**config.mk**
```make
export PLATFORM = sky130hd
export DESIGN_NAME = io_uart_tx_flat
export DESIGN_NICKNAME = d
export VERILOG_FILES = /design/src/rtl/io_uart_tx_if.sv /design/src/rtl/io_uart_tx.sv /design/src/flat_wrapper.sv
export SDC_FILE = /design/constraint.sdc
export NUM_CORES = 1
export LEC_CHECK = 0
export BUFFER_PORTS_ARGS = -buffer_cell sky130_fd_sc_hd__buf_2
export CORE_MARGIN = 1
export CORE_UTILIZATION = 62
export CTS_CLUSTER_DIAMETER = 50
export DETAILED_ROUTE_END_ITERATION = 6
export GPL_ROUTABILITY_DRIVEN = 0
export GPL_TIMING_DRIVEN = 0
export MAX_ROUTING_LAYER = met4
export PLACE_DENSITY = 0.9
export RECOVER_POWER = 25
export SETUP_SLACK_MARGIN = 0.3
export SLEW_MARGIN = 25
export SYNTH_ARGS = -nofsm -noshare
export SYNTH_HDL_FRONTEND = slang
export SYNTH_SLANG_ARGS = --single-unit
```
**constraint.sdc**
```tcl
create_clock -name i_w_clk -period 7.74 [get_ports i_w_clk]
set_input_delay 0.387 -clock i_w_clk [delete_from_list [all_inputs] [get_ports i_w_clk]]
set_output_delay 0.387 -clock i_w_clk [all_outputs]
set_load 0.1 [all_outputs]
```
**src/rtl/io_uart_tx_if.sv**
```systemverilog
// CPU IO-port bus as seen by the UART transmitter.
// The master drives strobes, address and write data; the slave returns read data.
`timescale 1ns/1ps
interface io_uart_tx_if #(
    parameter int unsigned p_data_width = 16,
    parameter int unsigned p_port_width = 8
);
    logic                    i_w_io_oe;
    logic                    i_w_io_we;
    logic [p_port_width-1:0] i_w_io_port;
    logic [p_data_width-1:0] i_w_io_in;
    logic [p_data_width-1:0] o_w_io_out;

    modport master (
        output i_w_io_oe,
        output i_w_io_we,
        output i_w_io_port,
        output i_w_io_in,
        input  o_w_io_out
    );

    modport slave (
        input  i_w_io_oe,
        input  i_w_io_we,
        input  i_w_io_port,
        input  i_w_io_in,
        output o_w_io_out
    );
endinterface

```
**src/rtl/io_uart_tx.sv**
```systemverilog
// IO-mapped UART transmitter: 4-entry byte FIFO, programmable bit divisor,
// 8N1 framing with back-to-back frames when the FIFO has more data.
`timescale 1ns/1ps
module io_uart_tx #(
    parameter int unsigned             p_data_width    = 16,
    parameter int unsigned             p_port_width    = 8,
    parameter logic [p_port_width-1:0] p_base_port     = 8'h10,
    parameter logic [15:0]             p_reset_divisor = 16'd15
) (
    input  logic        i_w_clk,
    input  logic        i_w_reset,
    io_uart_tx_if.slave io,
    output logic        o_w_tx
);
    localparam logic [1:0] S_IDLE  = 2'd0;
    localparam logic [1:0] S_START = 2'd1;
    localparam logic [1:0] S_DATA  = 2'd2;
    localparam logic [1:0] S_STOP  = 2'd3;

    localparam logic [p_port_width-1:0] lp_port_data   = p_base_port;
    localparam logic [p_port_width-1:0] lp_port_status = p_base_port + p_port_width'(1);
    localparam logic [p_port_width-1:0] lp_port_div    = p_base_port + p_port_width'(2);

    logic [1:0]  state_q, state_d;
    logic        tx_q, tx_d;
    logic [15:0] cyc_q, cyc_d;
    logic [2:0]  bit_q, bit_d;
    logic [15:0] cur_div_q, cur_div_d;
    logic [7:0]  shreg_q, shreg_d;
    logic [15:0] div_q, div_d;
    logic        ovf_q, ovf_d;
    logic [1:0]  wr_ptr_q, wr_ptr_d;
    logic [1:0]  rd_ptr_q, rd_ptr_d;
    logic [2:0]  count_q, count_d;
    logic [7:0]  fifo_q [4];
    logic [7:0]  fifo_d [4];

    logic sel_data, sel_status, sel_div;
    logic empty, full, busy;
    logic wr_data, push, pop, ovf_set, status_rd, bit_end;
    logic [15:0] status;

    assign sel_data   = (io.i_w_io_port == lp_port_data);
    assign sel_status = (io.i_w_io_port == lp_port_status);
    assign sel_div    = (io.i_w_io_port == lp_port_div);

    assign empty     = (count_q == 3'd0);
    assign full      = (count_q == 3'd4);
    assign busy      = (state_q != S_IDLE);
    assign wr_data   = io.i_w_io_we && sel_data;
    assign push      = wr_data && !full;
    assign ovf_set   = wr_data && full;
    assign status_rd = io.i_w_io_oe && sel_status;
    assign bit_end   = (cyc_q == cur_div_q);

    assign status = {9'd0, count_q, ovf_q, busy, full, empty};

    // Read data is zero unless selected so it can be OR-ed with other peripherals.
    always_comb begin
        io.o_w_io_out = '0;
        if (io.i_w_io_oe && sel_status) begin
            io.o_w_io_out = p_data_width'(status);
        end else if (io.i_w_io_oe && sel_div) begin
            io.o_w_io_out = p_data_width'(div_q);
        end
    end

    always_comb begin
        div_d = div_q;
        if (io.i_w_io_we && sel_div) begin
            div_d = io.i_w_io_in[15:0];
        end
        ovf_d = ovf_q;
        if (ovf_set) begin
            ovf_d = 1'b1;
        end else if (status_rd) begin
            ovf_d = 1'b0;
        end
    end

    // Each bit boundary latches the divisor, so a DIV write never stretches the current bit.
    always_comb begin
        state_d   = state_q;
        tx_d      = tx_q;
        cyc_d     = cyc_q;
        bit_d     = bit_q;
        cur_div_d = cur_div_q;
        shreg_d   = shreg_q;
        pop       = 1'b0;
        case (state_q)
            S_IDLE: begin
                tx_d = 1'b1;
                if (!empty) begin
                    pop       = 1'b1;
                    state_d   = S_START;
                    tx_d      = 1'b0;
                    cyc_d     = '0;
                    bit_d     = '0;
                    cur_div_d = div_d;
                    shreg_d   = fifo_q[rd_ptr_q];
                end
            end
            S_START: begin
                if (bit_end) begin
                    state_d   = S_DATA;
                    tx_d      = shreg_q[0];
                    cyc_d     = '0;
                    bit_d     = '0;
                    cur_div_d = div_d;
                end else begin
                    cyc_d = cyc_q + 16'd1;
                end
            end
            S_DATA: begin
                if (bit_end) begin
                    cyc_d     = '0;
                    cur_div_d = div_d;
                    if (bit_q == 3'd7) begin
                        state_d = S_STOP;
                        tx_d    = 1'b1;
                    end else begin
                        bit_d   = bit_q + 3'd1;
                        shreg_d = {1'b0, shreg_q[7:1]};
                        tx_d    = shreg_q[1];
                    end
                end else begin
                    cyc_d = cyc_q + 16'd1;
                end
            end
            default: begin
                if (bit_end) begin
                    cyc_d     = '0;
                    cur_div_d = div_d;
                    if (!empty) begin
                        pop     = 1'b1;
                        state_d = S_START;
                        tx_d    = 1'b0;
                        bit_d   = '0;
                        shreg_d = fifo_q[rd_ptr_q];
                    end else begin
                        state_d = S_IDLE;
                        tx_d    = 1'b1;
                    end
                end else begin
                    cyc_d = cyc_q + 16'd1;
                end
            end
        endcase
    end

    always_comb begin
        fifo_d   = fifo_q;
        wr_ptr_d = wr_ptr_q;
        rd_ptr_d = rd_ptr_q;
        count_d  = count_q;
        if (push) begin
            fifo_d[wr_ptr_q] = io.i_w_io_in[7:0];
            wr_ptr_d         = wr_ptr_q + 2'd1;
        end
        if (pop) begin
            rd_ptr_d = rd_ptr_q + 2'd1;
        end
        case ({push, pop})
            2'b10:   count_d = count_q + 3'd1;
            2'b01:   count_d = count_q - 3'd1;
            default: count_d = count_q;
        endcase
    end

    always_ff @(posedge i_w_clk or negedge i_w_reset) begin
        if (!i_w_reset) begin
            state_q   <= S_IDLE;
            tx_q      <= 1'b1;
            cyc_q     <= '0;
            bit_q     <= '0;
            cur_div_q <= p_reset_divisor;
            div_q     <= p_reset_divisor;
            ovf_q     <= 1'b0;
            wr_ptr_q  <= '0;
            rd_ptr_q  <= '0;
            count_q   <= '0;
        end else begin
            state_q   <= state_d;
            tx_q      <= tx_d;
            cyc_q     <= cyc_d;
            bit_q     <= bit_d;
            cur_div_q <= cur_div_d;
            div_q     <= div_d;
            ovf_q     <= ovf_d;
            wr_ptr_q  <= wr_ptr_d;
            rd_ptr_q  <= rd_ptr_d;
            count_q   <= count_d;
        end
    end

    // Storage only; validity is tracked by the reset-cleared pointers and count.
    always_ff @(posedge i_w_clk) begin
        fifo_q  <= fifo_d;
        shreg_q <= shreg_d;
    end

    assign o_w_tx = tx_q;
endmodule

```
**src/flat_wrapper.sv**
```systemverilog
// flat-port wrapper written by rule: the top's interface ports become plain ports
module io_uart_tx_flat 
#(
    parameter int unsigned             p_data_width    = 16,
    parameter int unsigned             p_port_width    = 8,
    parameter logic [p_port_width-1:0] p_base_port     = 8'h10,
    parameter logic [15:0]             p_reset_divisor = 16'd15
)
  (i_w_clk, i_w_reset, o_w_tx, io_i_w_io_oe, io_i_w_io_we, io_i_w_io_port, io_i_w_io_in, io_o_w_io_out);
  io_uart_tx_if #(.p_data_width(p_data_width), .p_port_width(p_port_width)) io_i ();
  input  logic i_w_clk;
  input  logic i_w_reset;
  output logic o_w_tx;
  input wire logic [$bits(io_i.i_w_io_oe)-1:0] io_i_w_io_oe;
  input wire logic [$bits(io_i.i_w_io_we)-1:0] io_i_w_io_we;
  input wire logic [$bits(io_i.i_w_io_port)-1:0] io_i_w_io_port;
  input wire logic [$bits(io_i.i_w_io_in)-1:0] io_i_w_io_in;
  output wire logic [$bits(io_i.o_w_io_out)-1:0] io_o_w_io_out;
  assign io_i.i_w_io_oe = io_i_w_io_oe;
  assign io_i.i_w_io_we = io_i_w_io_we;
  assign io_i.i_w_io_port = io_i_w_io_port;
  assign io_i.i_w_io_in = io_i_w_io_in;
  assign io_o_w_io_out = io_i.o_w_io_out;
  io_uart_tx #(.p_data_width(p_data_width), .p_port_width(p_port_width), .p_base_port(p_base_port), .p_reset_divisor(p_reset_divisor)) u_core (.i_w_clk(i_w_clk), .i_w_reset(i_w_reset), .io(io_i), .o_w_tx(o_w_tx));
endmodule
```
Word level (Yosys, flattened, before mapping). Cells that the tools add are included.

Memories kept: 0. ROM bits: 0. Register bits after elaboration: 102. Word-level logic and storage cells: 107. Bits of input ports: 28. RAM bits: 0. Latch bits: 0. Output and inout bits: 17.

Equality and inequality tests: 15. Reductions and logical operators: 20. Multiply operators: 0. Add/subtract/negate cells: 6. Shift-type cells: 0. Multiplexer cells: 45. Bitwise logic cells: 3. $lt $le $gt $ge: 3. Div/mod/pow operators: 0.

Operator list (number): $mux W16 (9); $mux W8 (7); $bwmux W32 (1); $eq A8 B5 Y1 const B (3); $pmux W8 S3 (1); $add A16 B1 Y16 const B (1); $bmux W8 S2 (1); $demux W8 S2 (1); $eq A16 B16 Y1 (1); $mux W3 (5); $mux W1 (10); $mux W2 (5); $pmux W3 S3 (1); $reduce_and A4 Y1 (2); $reduce_bool A2 Y1 (4); $logic_and A1 B1 Y1 (7); $add A3 B1 Y3 const B (2); $eq A3 B3 Y1 const B (2); $ge A3 B3 Y1 const B (2); $ne A2 B1 Y1 const B (3); $not A2 Y3 (2); $pmux W2 S3 (1); $pmux W3 S2 (1); $reduce_and A5 Y1 (1); 15 further kinds (19).

Logic depth before layout (Yosys ltp). Gate-level depths: netlist of run 1.

Depth in word-level cells: 7. Gate-level depth with buffers: 12. Gate-level depth less buffers: 11.

Least setup slack after synthesis of run 1. Ideal clock, no wire load.

Path type: input -> output. Start point: input io_i_w_io_port[7]. End point: output io_o_w_io_out[0]. Arrival: 3447 ps. Stages: 5. Buffers on the path: 0. Required time: 7353 ps. Setup slack: 3906 ps. Cells stage by stage: nor4_1 -> nand3_1 -> nor3b_1 -> inv_1 -> o21ai_0.

Cells in the longest elaborated chain, start to end: 4. Elaborated cells between the ends (all ways): 6. Those cells by class: eq/ne: 2; mux: 2; reduce/logical: 2.

RTL lines: start: declaration (line flat_wrapper.sv:16) `input wire logic [$bits(io_i.i_w_io_port)-1:0] io_i_w_io_port;`; $eq A8 B5 Y1 (line io_uart_tx.sv:45) `assign sel_div = (io.i_w_io_port == lp_port_div);`; $logic_and A1 B1 Y1 (line io_uart_tx.sv:63) `end else if (io.i_w_io_oe && sel_div) begin`; $mux W16 (line io_uart_tx.sv:63); $mux W16 * (line io_uart_tx.sv:61) `if (io.i_w_io_oe && sel_status) begin`; end: declaration (line flat_wrapper.sv:18) `output wire logic [$bits(io_i.o_w_io_out)-1:0] io_o_w_io_out;`.

Mark *: on every way between the ends. The rest lies on a longest branch, timed or not.

Worst setup path in the final report of run 1.
Start point: register u_core.cyc_q[11]. End point: register u_core.count_q[2].

Cells in the longest elaborated chain, start to end: 5. Elaborated cells between the ends (all ways): 7. Those cells by class: eq/ne: 3; mux: 3; reduce/logical: 1.

RTL lines: start: declaration (line io_uart_tx.sv:26) `logic [15:0] cyc_q, cyc_d;`; start signal: assignment (line io_uart_tx.sv:185) `cyc_q <= cyc_d;`; $eq A16 B16 Y1 * (line io_uart_tx.sv:54) `assign bit_end = (cyc_q == cur_div_q);`; $mux W1 * (line io_uart_tx.sv:131) `if (bit_end) begin`; $pmux W1 S2 * (line io_uart_tx.sv:90) `case (state_q)`; $eq A2 B1 Y1 / $eq A2 B2 Y1 (equally long branches) (line io_uart_tx.sv:163) `case ({push, pop})`; $pmux W3 S2 / $reduce_bool A2 Y1 (equally long branches); end signal: assignment (line io_uart_tx.sv:192) `count_q <= count_d;`; end: declaration (line io_uart_tx.sv:34) `logic [2:0] count_q, count_d;`.

Marks and branches as above. A chain may end at the register's enable or synchronous reset.

==> metrics, run 1 <==
gr ovfl total 0; R2R depth 12; crit path max-delay cell type nor4_1; post-route setup slack 4228 ps; synth unique cells 48; drt wl/cell 19.53 um; final core utilization 0.7266; f_max 0.2847 GHz; hold crit path type primary input to flop; maxcap violations 1; fraction of layout cells with a size suffix above 1 0.2528; Synth Flop Type dfrtp_1; Worst-Skew Late Latency 370 ps; RSZ-0062 raised after global routing false; Total Routing Usage GR 0.2864; Syn Inst Count 383; critical path class flop to flop; register-to-register setup slack 4230 ps; Starting Density 0.6553; drt drc 0; Diodes inserted 0; Final Slew Violations 63; # nets final 479; post-route ant nets 0; CP arrival 3790 ps; hpwl dp 7.002 mm; Die Y-Extent 90.49 um; Yosys reg bits 102; Startpoint Class flop; top sig layer met4; PostCTS Resize Cnt 0; VDD IR-drop max 0.0001800 V; instance count on the critical path 12; CP delay by family, top simple AND/OR/NAND/NOR gates; vias in the first global route 3472; Hold Buf Count CTS 0; post-synthesis sequential area ratio 0.5693; Slew @ Worst Pin 3230 ps; CP max FO 10; CP Capture Type flop; final WL 10.59 mm; pre-CTS WS 4372 ps; Worst Skew 14.72 ps; synthesis-to-layout area growth 10.88%; Cell Pwr Density 366.8 nW/um2; setup TNS 0 ps; failing checks capacitance limit, slew limit; IO Port Bufs 44; Clock Sinks 102; clock root cell clkbuf_8; post-synthesis average cell area 12.68 um2; Die Wd 90.49 um; via density per instance 6.303; DRT iter0 DRCs 419; status complete, but fails checks; Met1 Routed Length 4.373 mm; Final period util 0.4538; via count 3416; io pins 45; Lkg Pwr 2.359 nW; FP Rows 31; initial antenna violation count 0; Clock Path Buffers 2; async set-reset flop share out of synthesis 0.6078; area of the core 7408 um2; CTS Buf Count 9; final worst path period need 3512 ps; Area contributors post-synth dfrtp_1 (27%), edfxtp_1 (25%), mux2_2 (8.1%), dfstp_2 (4.9%), mux4_2 (3.7%); CP Cell Sequence xor2_1, nor4_1, and4_1, buf_2, nand2_1, a21oi_1, ha_1, inv_1, fa_1, xor2_1, nor2_1, xor2_1; CTS tree done; Final setup viols 0; Relative slew margins -1.153; worst path required time 8020 ps; max incr delay on CP 610 ps; Crit. Startpoint u_core.cyc_q[11]$_DFFE_PN0N_; reg2reg start u_core.cyc_q[11]$_DFFE_PN0N_; Detailed Routing Iterations Pass 1 5; Ys Warns 0; largest net degree at the start of global routing 63; worst r2r dst u_core.count_q[2]$_DFFE_PN0P_; Buf/Inv on CP 2; Fin. Hold Viols 0; Reg clk slew, reported paths 110 ps; Post-synth EDFFs 40; crit path to u_core.count_q[2]$_DFFE_PN0P_; global-route wire length before repair 17.45 mm; syn nets 424; cell area after synthesis 4855 um2; Post-CTS Setup Inserts 0; die area 8188 um2; Top cell by count, worst path xor2_1; top cell type's share of synthesized area 0.2732; CTS H-tree depth 3; Yosys top cell by area dfrtp_1; DR WL met3 722 um; Met2 Wirelength 5.191 mm
==> worst min-delay path by stage <==
| stage | start | end | slack [ps] | cells past startpoint |
|---|---|---|---|---|
| 3_3_place_gp | u_core.ovf_q$_DFFE_PN0P_ | u_core.ovf_q$_DFFE_PN0P_ | 490 | 1 |
| 6_report | io_i_w_io_in[8] | u_core.div_q[8]$_DFF_PN0_ | 260 | 2 |
| 4_1_cts | i_w_reset | u_core.wr_ptr_q[0]$_DFFE_PN0P_ | 110 | 1 |
| 2_1_floorplan | i_w_reset | u_core.bit_q[0]$_DFFE_PN0P_ | 90 | 0 |
| 3_5_place_dp | u_core.ovf_q$_DFFE_PN0P_ | u_core.ovf_q$_DFFE_PN0P_ | 500 | 1 |
| 5_1_grt | io_i_w_io_in[8] | u_core.div_q[8]$_DFF_PN0_ | 250 | 2 |
==> cells by family (layout without fill, tap and decap cells) <==
logic type      Yosys count  after routing  synth area share
simple gates            104            104            0.1144
flops                   102            102            0.5693
compound gates           71             71           0.09768
mux                      44             44            0.1204
buf+inv                  27             87           0.02345
xor+xnor                 22             22           0.03969
fa+ha+maj                13             13           0.03505
==> per-stage QoR <==
| stage | hold slack, ps | cell area (um2) | std cells | power (mW) |
|---|---|---|---|---|
| finish | 261.8 | 5383 | 542 | 1.974 |
| CTS | 111.5 | 5396 | 542 | 1.959 |
| global route | 253.5 | 5383 | 542 | 2.089 |
| floorplan | 91.41 | 4855 | 383 | 1.419 |
| detailed placement | 502.3 | 5201 | 526 | 1.624 |
| global placement | 490.4 | 5199 | 526 | 1.568 |
==> state kept, by name (all words and copies together), names as in the netlist <==
signal            cells
u_core.fifo_q        32
u_core.o_w_tx         1
u_core.ovf_q          1
u_core.state_q        2
u_core.shreg_q        8
u_core.cyc_q         16
u_core.cur_div_q     16
u_core.wr_ptr_q       2
u_core.div_q         16
u_core.count_q        3
u_core.bit_q          3
u_core.rd_ptr_q       2
==> area by class of cell <==
class	count	area [um2]
flip-flops and latches	102	2764
well taps	99	123.9
fillers	430	2026
inverters	12	45.04
clock buffers	10	127.6
multi-input cells	254	1977
clock inverters	6	67.56
plain buffers	15	68.82
repair buffers	44	209.0
==> cells in the final DEF (no fill, tap or decap), drive strengths merged, types with 2 or more instances in the layout <==
master and instances:
dfrtp 53, buf 41, edfxtp 40, mux2 35
nand2 29, clkbuf 28, o21ai 19, xor2 18
a21oi 16, and2 15, a22o 15, inv 15
ha 12, nor3 11, nor2 10, nor4 9
dfstp 9, mux4 8, nand2b 7, a31oi 7
nand3 7, xnor2 4, or3 3, nand4 3
a21o 3, clkinv 3, nor2b 2, and3 2
o311ai 2, a211oi 2, o31a 2
==> cell usage after synthesis (10+ instances only) <==
| cell | number |
|---|---|
| nor3_1 | 11 |
| a21oi_1 | 16 |
| inv_1 | 12 |
| edfxtp_1 | 40 |
| o21ai_0 | 18 |
| nor2_1 | 10 |
| dfrtp_1 | 53 |
| nand2_1 | 29 |
| a22o_1 | 15 |
| ha_1 | 12 |
| and2_1 | 15 |
| xor2_1 | 18 |
| mux2_2 | 35 |
==> metal layers <==
metal | global-route usage | up-vias
met5 | - | -
met4 | 0.1263 | 0
met3 | 0.05387 | 39
met2 | 0.4470 | 165
met1 | 0.3691 | 1688
li1 | - | 1524
==> worst reg2reg max path, cell delays in order, from the launching register on <==
cell and delay, ps:
dfrtp_1 490, xor2_1 190, nor4_1 610, and4_1 320, buf_2 230, nand2_1 110
a21oi_1 240, ha_1 250, inv_1 70, fa_1 390, xor2_1 170, nor2_1 140
xor2_1 220
==> where the power goes <==
part | leakage [nW] | internal, mW | switching [mW]
sequential | 1.16 | 0.695 | 0.0885
combinational | 1.10 | 0.346 | 0.517
clock | 0.0974 | 0.127 | 0.202
(Power assumes the default switching activity.)
==> inputs of run 2 (changes only) <==
--- a/config.mk
+++ b/config.mk
@@ -7,13 +7,13 @@
 export LEC_CHECK = 0
 export BUFFER_PORTS_ARGS = -buffer_cell sky130_fd_sc_hd__buf_2
 export CORE_MARGIN = 1
-export CORE_UTILIZATION = 62
+export CORE_UTILIZATION = 59
 export CTS_CLUSTER_DIAMETER = 50
 export DETAILED_ROUTE_END_ITERATION = 6
 export GPL_ROUTABILITY_DRIVEN = 0
 export GPL_TIMING_DRIVEN = 0
 export MAX_ROUTING_LAYER = met4
-export PLACE_DENSITY = 0.9
+export PLACE_DENSITY = 0.86
 export RECOVER_POWER = 25
 export SETUP_SLACK_MARGIN = 0.3
 export SLEW_MARGIN = 25
==> constraint.sdc (replaced) <==
create_clock -name i_w_clk -period 3.68 [get_ports i_w_clk]
set_input_delay 0.184 -clock i_w_clk [delete_from_list [all_inputs] [get_ports i_w_clk]]
set_output_delay 0.184 -clock i_w_clk [all_outputs]
set_load 0.1 [all_outputs]
==> run 2 against run 1 <==
The flow still finishes with violations (capacitance limit, slew limit); setup slack worse by 3700 ps; fmax is 11% higher; final cell count increased by 0.74%; critical path type unchanged; critical endpoint unchanged; largest power group unchanged; highest routed layer unchanged.
==> metrics, run 2 (synthesized netlist as in run 1, its figures left out) <==
status complete, but fails checks (unchanged); failing checks capacitance limit, slew limit (unchanged); Clk pwr share 0.159 (was 0.166); Startpoint Class flop (unchanged); area of the core 7848 um2 (was 7408 um2); Clock Sinks 102 (unchanged); Final Slew Violations 62 (was 63); Final setup viols 0 (unchanged); Starting Density 0.6186 (was 0.6553); Worst-Skew Late Latency 370 ps (about the same); Lkg Pwr 2.359 nW (about the same); Buf/Inv on CP 2 (unchanged); final WL 10.03 mm (was 10.59 mm); net switching power 1.632 mW (was 0.8069 mW); largest net degree at the start of global routing 63 (unchanged); crit path max-delay cell type nor4_1 (unchanged); CTS tree done (unchanged); via density per instance 6.119 (was 6.303); maxcap violations 1 (unchanged); final worst path period need 3177 ps (was 3512 ps); Final period util 0.8632 (was 0.4538); FP Rows 32 (was 31); via count 3341 (was 3416); post-route ant nets 0 (unchanged); f_max 0.3148 GHz (was 0.2847 GHz); IO Port Bufs 44 (unchanged); drt drc 0 (unchanged); CP Capture Type flop (unchanged); synthesis-to-layout area growth 10.88% (unchanged); post-route setup slack 503.4 ps (was 4228 ps); die area 8595 um2 (was 8188 um2); commonest non-fill, non-tap cells in the layout dfrtp_1 (53), edfxtp_1 (40), buf_2 (39) (unchanged); Die Y-Extent 92.71 um (was 90.49 um); Reg clk slew, reported paths 100 ps (was 110 ps); VDD IR-drop max 0.0003464 V (was 0.0001800 V); Total Routing Usage GR 0.2580 (was 0.2864); CP max FO 10 (unchanged); CTS Buf Count 9 (unchanged); Clock Path Buffers 2 (unchanged); Slew @ Worst Pin 1505 ps (was 3230 ps); Fin. Hold Viols 0 (unchanged); initial antenna violation count 0 (unchanged); final instance area 5383 um2 (unchanged); Flop pwr share 0.400 (was 0.397); # nets final 480 (was 479); RSZ-0062 raised after global routing false (unchanged); CP delay by family, top simple AND/OR/NAND/NOR gates (unchanged); Diodes inserted 0 (unchanged); Internal 2.453 mW (was 1.167 mW); CP Cell Sequence xor2_1, nor4_1, and4_1, buf_2, nand2_1, a21oi_1, ha_1, inv_1, fa_1, xor2_1, nor2_1, xor2_1 (unchanged); Cell Pwr Density 759.0 nW/um2 (was 366.8 nW/um2); clock root cell clkbuf_8 (unchanged); max reg flops 32 (unchanged); hold crit path type primary input to flop (unchanged); drt wl/cell 18.38 um (was 19.53 um); io pins 45 (unchanged); Biggest register u_core.fifo_q (unchanged); Detailed Routing Iterations Pass 1 5 (unchanged); Relative slew margins -0.003567 (was -1.153); Post-CTS Setup Inserts 0 (unchanged); setup TNS 0 ps (unchanged); Area after DPL 5205 um2 (was 5201 um2); fraction of layout cells with a size suffix above 1 0.2568 (was 0.2528); commonest non-fill, non-tap cell in the layout dfrtp_1 (unchanged); Top cell by count, worst path xor2_1 (unchanged); worst path required time 3980 ps (was 8020 ps); Worst Skew 6.695 ps (was 14.72 ps); DRT iter0 DRCs 254 (was 419); gr ovfl total 0 (unchanged); CTS H-tree depth 3 (unchanged); Hold Slack 57.16 ps (was 261.8 ps); CP arrival 3470 ps (was 3790 ps); hpwl dp 7.072 mm (was 7.002 mm); Die Wd 92.71 um (was 90.49 um); global-route wire length before repair 16.20 mm (was 17.45 mm); critical path class flop to flop (unchanged); vias in the first global route 3282 (was 3472); pre-CTS WS 523.8 ps (was 4372 ps); Comb pwr share 0.440 (was 0.437); Switching Share 0.3995 (was 0.4087); max incr delay on CP 520 ps (was 610 ps)
[run 2: cell types whose count changed in the layout (fill, tap and decap cells not counted), sizes merged]
| cell | previous run | this run |
|---|---|---|
| dlygate4sd3 | 0 | 1 |
| clkinv | 3 | 2 |
| clkinvlp | 0 | 1 |
[run 2: power groups by stage]
stage	sequential [mW]	combinational [mW]	clock [mW]
2_1_floorplan	1.64	1.34	0
3_3_place_gp	1.64	1.67	0
3_5_place_dp	1.65	1.77	0
4_1_cts	1.63	1.78	0.651
5_1_grt	1.66	1.97	0.695
6_report	1.64	1.80	0.651
[run 2: cell type report]
class,instances,area [um2]
repair buffers,45,220.2
multi-input cells,254,1983
flip-flops and latches,102,2764
plain buffers,15,68.82
fillers,565,2465
clock inverters,6,46.29
clock buffers,10,127.6
inverters,12,45.04
well taps,102,127.6
[run 2: timing repair]
item | CTS | global route
resized for setup | 0 | 1
setup endpoints to repair | 0 | 1
endpoints found under the hold margin | 53 | 0
hold buffers | 1 | 0
[run 2: path summary, 6_finish.rpt]
kind / start / endpoint / slack (ps) / depth (start not counted)
min in group asynchronous: i_w_reset / u_core.bit_q[0]$_DFFE_PN0P_ / 710 / 2
worst min register to register: u_core.div_q[14]$_DFF_PN0_ / u_core.div_q[14]$_DFF_PN0_ / 520 / 1
worst max-delay path: u_core.cyc_q[11]$_DFFE_PN0N_ / u_core.count_q[2]$_DFFE_PN0P_ / 500 / 12
worst max register to register: u_core.cyc_q[11]$_DFFE_PN0N_ / u_core.count_q[2]$_DFFE_PN0P_ / 500 / 12
worst min-delay path: io_i_w_io_in[9] / u_core.div_q[9]$_DFF_PN0_ / 60 / 2
max in group asynchronous: i_w_reset / u_core.cyc_q[12]$_DFFE_PN0N_ / 2070 / 2
[run 2: worst register-to-register path, cell delays in order (launching register included)]
cell and delay [ps]:
dfrtp_1 470, xor2_1 180, nor4_1 520, and4_1 300, buf_2 220, nand2_1 110, a21oi_1 190, ha_1 240
inv_1 70, fa_1 380, xor2_1 160, nor2_1 120, xor2_1 150
[run 2: per-layer routing]
metal / share of wire / GRT usage / wire [um]
met1: 0.41 / 0.3299 / 4160
met2: 0.50 / 0.4179 / 5031
met3: 0.063 / 0.04187 / 635
met4: 0.021 / 0.1000 / 206
met5: 0 / - / 0
[run 2: through the flow]
| stage | instances | total power [mW] | utilization |
|---|---|---|---|
| floorplan | 383 | 2.986 | - |
| global placement | 529 | 3.305 | 0.6629 |
| detailed placement | 529 | 3.419 | 0.6633 |
| CTS | 546 | 4.062 | 0.6867 |
| global route | 546 | 4.327 | 0.6859 |
| finish | 546 | 4.085 | 0.6859 |
